--- src/rtl/cpu_pkg.sv ---
// Shared CPU datapath package.
// Holds the multiplier width, the multiplier FSM state type, and the
// Booth recoding constants used by the multiplier step logic.
package cpu_pkg;

  localparam int MULT_WIDTH = 32;

  typedef enum logic [1:0] {
    IDLE = 2'd0,
    RUN  = 2'd1,
    DONE = 2'd2
  } mult_state_t;

  // {Q[0], q_1} codes that trigger an add or a subtract of M
  localparam logic [1:0] BOOTH_ADD = 2'b01;
  localparam logic [1:0] BOOTH_SUB = 2'b10;

endpackage

--- src/rtl/mult_booth_step.sv ---
// One radix-2 Booth step: conditional add/sub of M into A, then an
// arithmetic shift right of {A, Q, q_1} by one bit. Purely combinational.
// Ports:
//   i_a  [WIDTH:0]   accumulator in
//   i_m  [WIDTH:0]   sign-extended multiplicand
//   i_q  [WIDTH-1:0] multiplier / low product bits in
//   i_q1             previous Q[0]
//   o_a, o_q, o_q1   register values after the step
module mult_booth_step
  import cpu_pkg::*;
#(
  parameter int WIDTH = MULT_WIDTH
) (
  input  logic [WIDTH:0]   i_a,
  input  logic [WIDTH:0]   i_m,
  input  logic [WIDTH-1:0] i_q,
  input  logic             i_q1,
  output logic [WIDTH:0]   o_a,
  output logic [WIDTH-1:0] o_q,
  output logic             o_q1
);

  logic [WIDTH:0] w_sum;

  always_comb begin
    w_sum = i_a;
    case ({i_q[0], i_q1})
      BOOTH_ADD: w_sum = i_a + i_m;
      BOOTH_SUB: w_sum = i_a - i_m;
      default:   w_sum = i_a;
    endcase
  end

  // Arithmetic shift: A's MSB is replicated, A's LSB moves into Q's MSB.
  assign o_a  = {w_sum[WIDTH], w_sum[WIDTH:1]};
  assign o_q  = {w_sum[0], i_q[WIDTH-1:1]};
  assign o_q1 = i_q[0];

endmodule

--- src/rtl/mult_booth.sv ---
// Sequential signed radix-2 Booth multiplier, one step per clock.
// A one-cycle multControl pulse loads the operands; WIDTH edges later
// hi/lo carry the full 2*WIDTH-bit product and multStop pulses for one
// cycle. A multControl pulse at any time (re)starts an operation.
// Ports:
//   clk, reset        clock, synchronous active-high reset
//   a, b              signed operands, sampled on the start edge only
//   multControl       start request
//   multBusy          high while iterating
//   multStop          one-cycle done pulse
//   hi, lo            upper / lower product halves, held until next result
module mult_booth
  import cpu_pkg::*;
#(
  parameter int WIDTH = MULT_WIDTH
) (
  input  logic             clk,
  input  logic             reset,
  input  logic [WIDTH-1:0] a,
  input  logic [WIDTH-1:0] b,
  input  logic             multControl,
  output logic             multBusy,
  output logic             multStop,
  output logic [WIDTH-1:0] hi,
  output logic [WIDTH-1:0] lo
);

  localparam int CNT_W = $clog2(WIDTH) + 1;

  mult_state_t      r_state, w_next;
  logic [WIDTH:0]   r_m, r_a, w_a;
  logic [WIDTH-1:0] r_q, w_q;
  logic             r_q1, w_q1;
  logic [CNT_W-1:0] r_cnt;
  logic [WIDTH-1:0] r_hi, r_lo;
  logic             w_last;

  mult_booth_step #(.WIDTH(WIDTH)) u_step (
    .i_a  (r_a),
    .i_m  (r_m),
    .i_q  (r_q),
    .i_q1 (r_q1),
    .o_a  (w_a),
    .o_q  (w_q),
    .o_q1 (w_q1)
  );

  assign w_last = (r_state == RUN) && (r_cnt == CNT_W'(1));

  // State register
  always_ff @(posedge clk) begin
    if (reset) r_state <= IDLE;
    else       r_state <= w_next;
  end

  // Next state: a start request wins in every state (abort/restart in RUN)
  always_comb begin
    w_next = r_state;
    if (multControl) begin
      w_next = RUN;
    end else begin
      case (r_state)
        IDLE:    w_next = IDLE;
        RUN:     w_next = w_last ? DONE : RUN;
        DONE:    w_next = IDLE;
        default: w_next = IDLE;
      endcase
    end
  end

  // Outputs decoded from state
  always_comb begin
    multBusy = 1'b0;
    multStop = 1'b0;
    case (r_state)
      RUN:     multBusy = 1'b1;
      DONE:    multStop = 1'b1;
      default: ;
    endcase
  end

  // Datapath, counter and result registers
  always_ff @(posedge clk) begin
    if (reset) begin
      r_m   <= '0;
      r_a   <= '0;
      r_q   <= '0;
      r_q1  <= 1'b0;
      r_cnt <= '0;
      r_hi  <= '0;
      r_lo  <= '0;
    end else if (multControl) begin
      r_m   <= {a[WIDTH-1], a};
      r_a   <= '0;
      r_q   <= b;
      r_q1  <= 1'b0;
      r_cnt <= CNT_W'(WIDTH);
    end else if (r_state == RUN) begin
      r_a   <= w_a;
      r_q   <= w_q;
      r_q1  <= w_q1;
      r_cnt <= r_cnt - CNT_W'(1);
      // Final step: capture the post-shift product; A's extra bit is only
      // a sign copy by now and is dropped.
      if (w_last) begin
        r_hi <= w_a[WIDTH-1:0];
        r_lo <= w_q;
      end
    end
  end

  assign hi = r_hi;
  assign lo = r_lo;

endmodule

--- config.mk ---
export PLATFORM = sky130hd
export DESIGN_NAME = mult_booth
export DESIGN_NICKNAME = d
export VERILOG_FILES = /design/src/rtl/cpu_pkg.sv /design/src/rtl/mult_booth_step.sv /design/src/rtl/mult_booth.sv
export SDC_FILE = /design/constraint.sdc
export NUM_CORES = 1
export LEC_CHECK = 0
export BUFFER_PORTS_ARGS = -buffer_cell sky130_fd_sc_hd__buf_2
export CORE_AREA = 2 2 130 132
export CTS_BUF_LIST = sky130_fd_sc_hd__clkbuf_8
export DETAILED_ROUTE_END_ITERATION = 8
export DIE_AREA = 0 0 132 134
export PLACE_DENSITY_LB_ADDON = 0.15
export RECOVER_POWER = 50
export SLEW_MARGIN = 20
export SYNTH_ARGS = -nofsm -noshare
export SYNTH_HDL_FRONTEND = slang
export SYNTH_SLANG_ARGS = --single-unit
export TNS_END_PERCENT = 1
--- constraint.sdc ---
create_clock -name clk -period 7.4 [get_ports clk]
set_input_delay 1.11 -clock clk [delete_from_list [all_inputs] [get_ports clk]]
set_output_delay 1.11 -clock clk [all_outputs]
set_load 0.01 [all_outputs]
==> impl_metrics.csv <==
group,metric,value,unit
sta,finalClockSkew,0.01436,ns
cts,ctsResizeCount,0,
synth,synth.area.top_cells,"dfxtp_1, a21oi_1, nor2_1",
synth,yosysWarningCount,0,
setup_path,ff2ff_path_depth,18,
place,dpl.hpwl,15070,um
setup_path,crit_family,"simple AND/OR/NAND/NOR gates",
min_path,holdPathStages,2,
sta,finalSetupViolations,0,
finish,n_antenna_cell,0,
place,dp_slack,2.398,ns
global_routing,use_met3,0.03855,
cts,cts.sinks,169,
route,drt_drc_violations_left,0,
setup_path,slowest_stage,"nor4_1",
sta,tightest_slew,4.251,ns
sta,period_minus_slack,5.247,ns
floorplan,die-area,0.01769,mm^2
setup_path,end_kind,"flip-flop",
cts,cts-root-buf,"clkbuf_8",
cts,cts_max_path_buffers,2,
cts,cts_tree,"done",
setup_path,cp.required,7.57,ns
min_path,hold_class,"flip-flop to flip-flop",
route,via_per_inst,5.466,
sta,timing.final.ws_setup,2.153,ns
global_routing,track_usage,0.2446,
route,drt-total-wl,21550,um
finish,drive_gt1_frac,0.09532,
synth,synth_area_leader_cell,"dfxtp_1",
power_and_ir_drop,p_leak,0.003766,uW
setup_path,crit_path_start_kind,"flip-flop",
setup_path,path_max_fanout,6,
setup_path,rr_endpoint,"hi[31]$_SDFFE_PP0P_",
sta,slew_headroom,-1.834,
route,drt-initial-drc-count,614,
synth,ys_top_cells_by_count,"nor2_1, nand2_1, dfxtp_1, a21oi_1, clkbuf_1",
floorplan,row_count,47,
cts,clk-insertion-delay-late,0.47,ns
floorplan,die_w,132,um
global_routing,grt_max_degree,99,
global_routing,grt_pass1_vias,7045,
setup_path,cp.arrival,5.41,ns
power_and_ir_drop,sequentialPowerShare,0.459,
setup_path,worstSetupPathDepth,18,
power_and_ir_drop,pwr-share-clk,0.353,
min_path,min-delay-start,"lo[19]$_SDFFE_PP0P_",
global_routing,top_usage_layer,"met1",
synth,yosys.area.top_type_share,0.3850,
cts,cts_buffers,17,
floorplan,die_y,134,um
route,avgRoutedWirePerCell,14.78,um
synth,synth_nets,1242,
route,dr.pass1.iters,5,
power_and_ir_drop,combinationalPowerShare,0.188,
floorplan,initial_core_util,0.5395,
synth,synth_area,0.008788,mm^2
synth,ys_ff_latch,169,
setup_path,r2r_slack,2.15,ns
power_and_ir_drop,p_sw,661.1,uW
cts,hold_buffers,0,
run,cap_violations,3,
power_and_ir_drop,peakVddDrop,0.1235,mV
sta,setup-tns-final,0,ns
global_routing,grt_use_met2,0.3608,
sta,post-route-period-util,0.7090,
setup_path,path_cells,"nor2_1, nor4b_1, inv_1, nor4_1, nand3_1, nor2_1, a21oi_1, xnor2_1, ha_1, nand4_1, or3_1, o211ai_1, a2bb2oi_1, a31oi_1, nand4_1, a41oi_2, xnor2_1, a211oi_2",
power_and_ir_drop,p_per_area,214.0,mW/mm^2
synth,postSynthCellCount,1138,
power_and_ir_drop,p_total,2117,uW
floorplan,io_pins,133,
place,portBuffers,132,
setup_path,r2r-start,"r_m[2]$_SDFFE_PP0P_",
power_and_ir_drop,p_int,1456,uW
sta,drv_slew,204,
global_routing,grt_pass1_wl,35470,um
min_path,min_to,"lo[19]$_SDFFE_PP0P_",
synth,synthArstFlopShare,0,
sta,fmax,190.6,MHz
synth,syn_area_per_cell,7.723,um^2
cts,cts.clk_slew.worst_paths,0.10,ns
route,ant_nets,0,
global_routing,grt_util_met1,0.3668,
place,finalWeightedCongestion,0.9021,
setup_path,path_class,"flip-flop to flip-flop",
synth,ys.flop_type,"dfxtp_1",
global_routing,antenna_found_initial,0,
route,num_vias,7970,
cts,cts_setup_buffers,0,
floorplan,coreArea,0.01629,mm^2
run_status,violations,"capacitance limit, slew limit",
cts,h-tree-depth,4,
synth,yosysUniqueCellTypes,63,
global_routing,overflow,0,
sta,hold_viol_final,0,
sta,rsz0062_at_grt,"no",
finish,nNetsFinal,1329,
finish,syn_to_final_growth,12.57,%
setup_path,crit_path_max_incr_delay,0.90,ns
synth,ys_seq_area_frac,0.3850,
setup_path,path_buf_inv,1,
power_and_ir_drop,switching_share,0.3123,
synth,synth_edf_count,0,
run_status,status,"finished, violations left",
synth,yosysMostFrequentCell,"nor2_1",
-- final cells by class --
cell class              count  area, um^2
inverters                  18       67.56
fillers                  1573        6396
repair buffers            140       633.1
clock inverters            15       225.2
flip-flops and latches    169        3383
clock buffers              17       234.0
multi-input cells         879        5075
well taps                 220       275.3
-- per-stage QoR --
stage	std cells	hold slack, ns	area, um^2	utilization
CTS	1458	0.4577	9986	0.6130
detailed placement	1426	0.4430	9527	0.5848
floorplan	1138	0.4363	8788	-
global route	1458	0.4750	9893	0.6073
global placement	1426	0.4394	9527	0.5848
finish	1458	0.4569	9893	0.6073
-- how the worst max path moves through the flow --
stage	startpoint	end	slack, ns
finish	r_m[2]$_SDFFE_PP0P_	hi[31]$_SDFFE_PP0P_	2.15
detailed placement	r_m[2]$_SDFFE_PP0P_	hi[31]$_SDFFE_PP0P_	2.40
global placement	r_m[2]$_SDFFE_PP0P_	hi[31]$_SDFFE_PP0P_	2.51
global route	r_m[2]$_SDFFE_PP0P_	hi[31]$_SDFFE_PP0P_	1.57
CTS	r_m[2]$_SDFFE_PP0P_	hi[31]$_SDFFE_PP0P_	2.35
floorplan	r_m[2]$_SDFFE_PP0P_	hi[31]$_SDFFE_PP0P_	3.26
-- logic make-up after synthesis --
logic type,synth area share
AND/OR/NAND/NOR,0.2148
AO/OA/AOI/OAI,0.1992
flip-flops,0.3850
buffers and inverters,0.03858
XOR/XNOR,0.06079
multiplexers,0.04812
adder cells (fa/ha/maj),0.05353
-- worst reg2reg max path: cells and delay by family, from the launching register on --
kind | cells | cell delay [ns]
AO/OA/AOI/OAI | 6 | 0.96
flip-flops | 1 | 0.36
XOR/XNOR | 2 | 0.33
buffers and inverters | 1 | 0.16
adder cells (fa/ha/maj) | 1 | 0.37
AND/OR/NAND/NOR | 8 | 2.76
-- power by group through the flow --
stage,combinational [uW],sequential (uW),clock [uW]
CTS,393,970,761
global route,446,976,797
floorplan,304,984,0
global placement,386,991,0
finish,398,971,748
detailed placement,391,991,0
-- layer usage --
metal / wire length [um] / part of all wire / up-vias
met2: 9372 / 0.43 / 187
li1: - / - / 4108
met1: 10910 / 0.51 / 3656
met5: 0 / 0 / -
met4: 278 / 0.013 / 0
met3: 989 / 0.046 / 19
-- flip-flops by register name, summed over array words and instances (netlist names) --
| signal | flops |
|---|---|
| r_state | 2 |
| r_cnt | 6 |
| lo | 32 |
| r_a | 32 |
| hi | 32 |
| r_q1 | 1 |
| r_m | 32 |
| r_q | 32 |
-- layout by cell type, fill, tap and decap left out, types with 13 or more instances in the layout --
master	netlist	final
ha_1	36	36
inv_1	16	16
buf_2	1	65
nor2_1	183	183
xnor2_1	48	48
clkbuf_8	0	17
a211oi_1	30	30
nor3_1	25	25
o21ai_0	34	34
a21o_1	13	13
a21oi_1	158	158
nand2_1	179	179
xor2_1	13	13
clkbuf_1	59	68
dfxtp_1	169	169
mux2i_1	40	40
No activity file was read; power rests on OpenSTA's default activity.
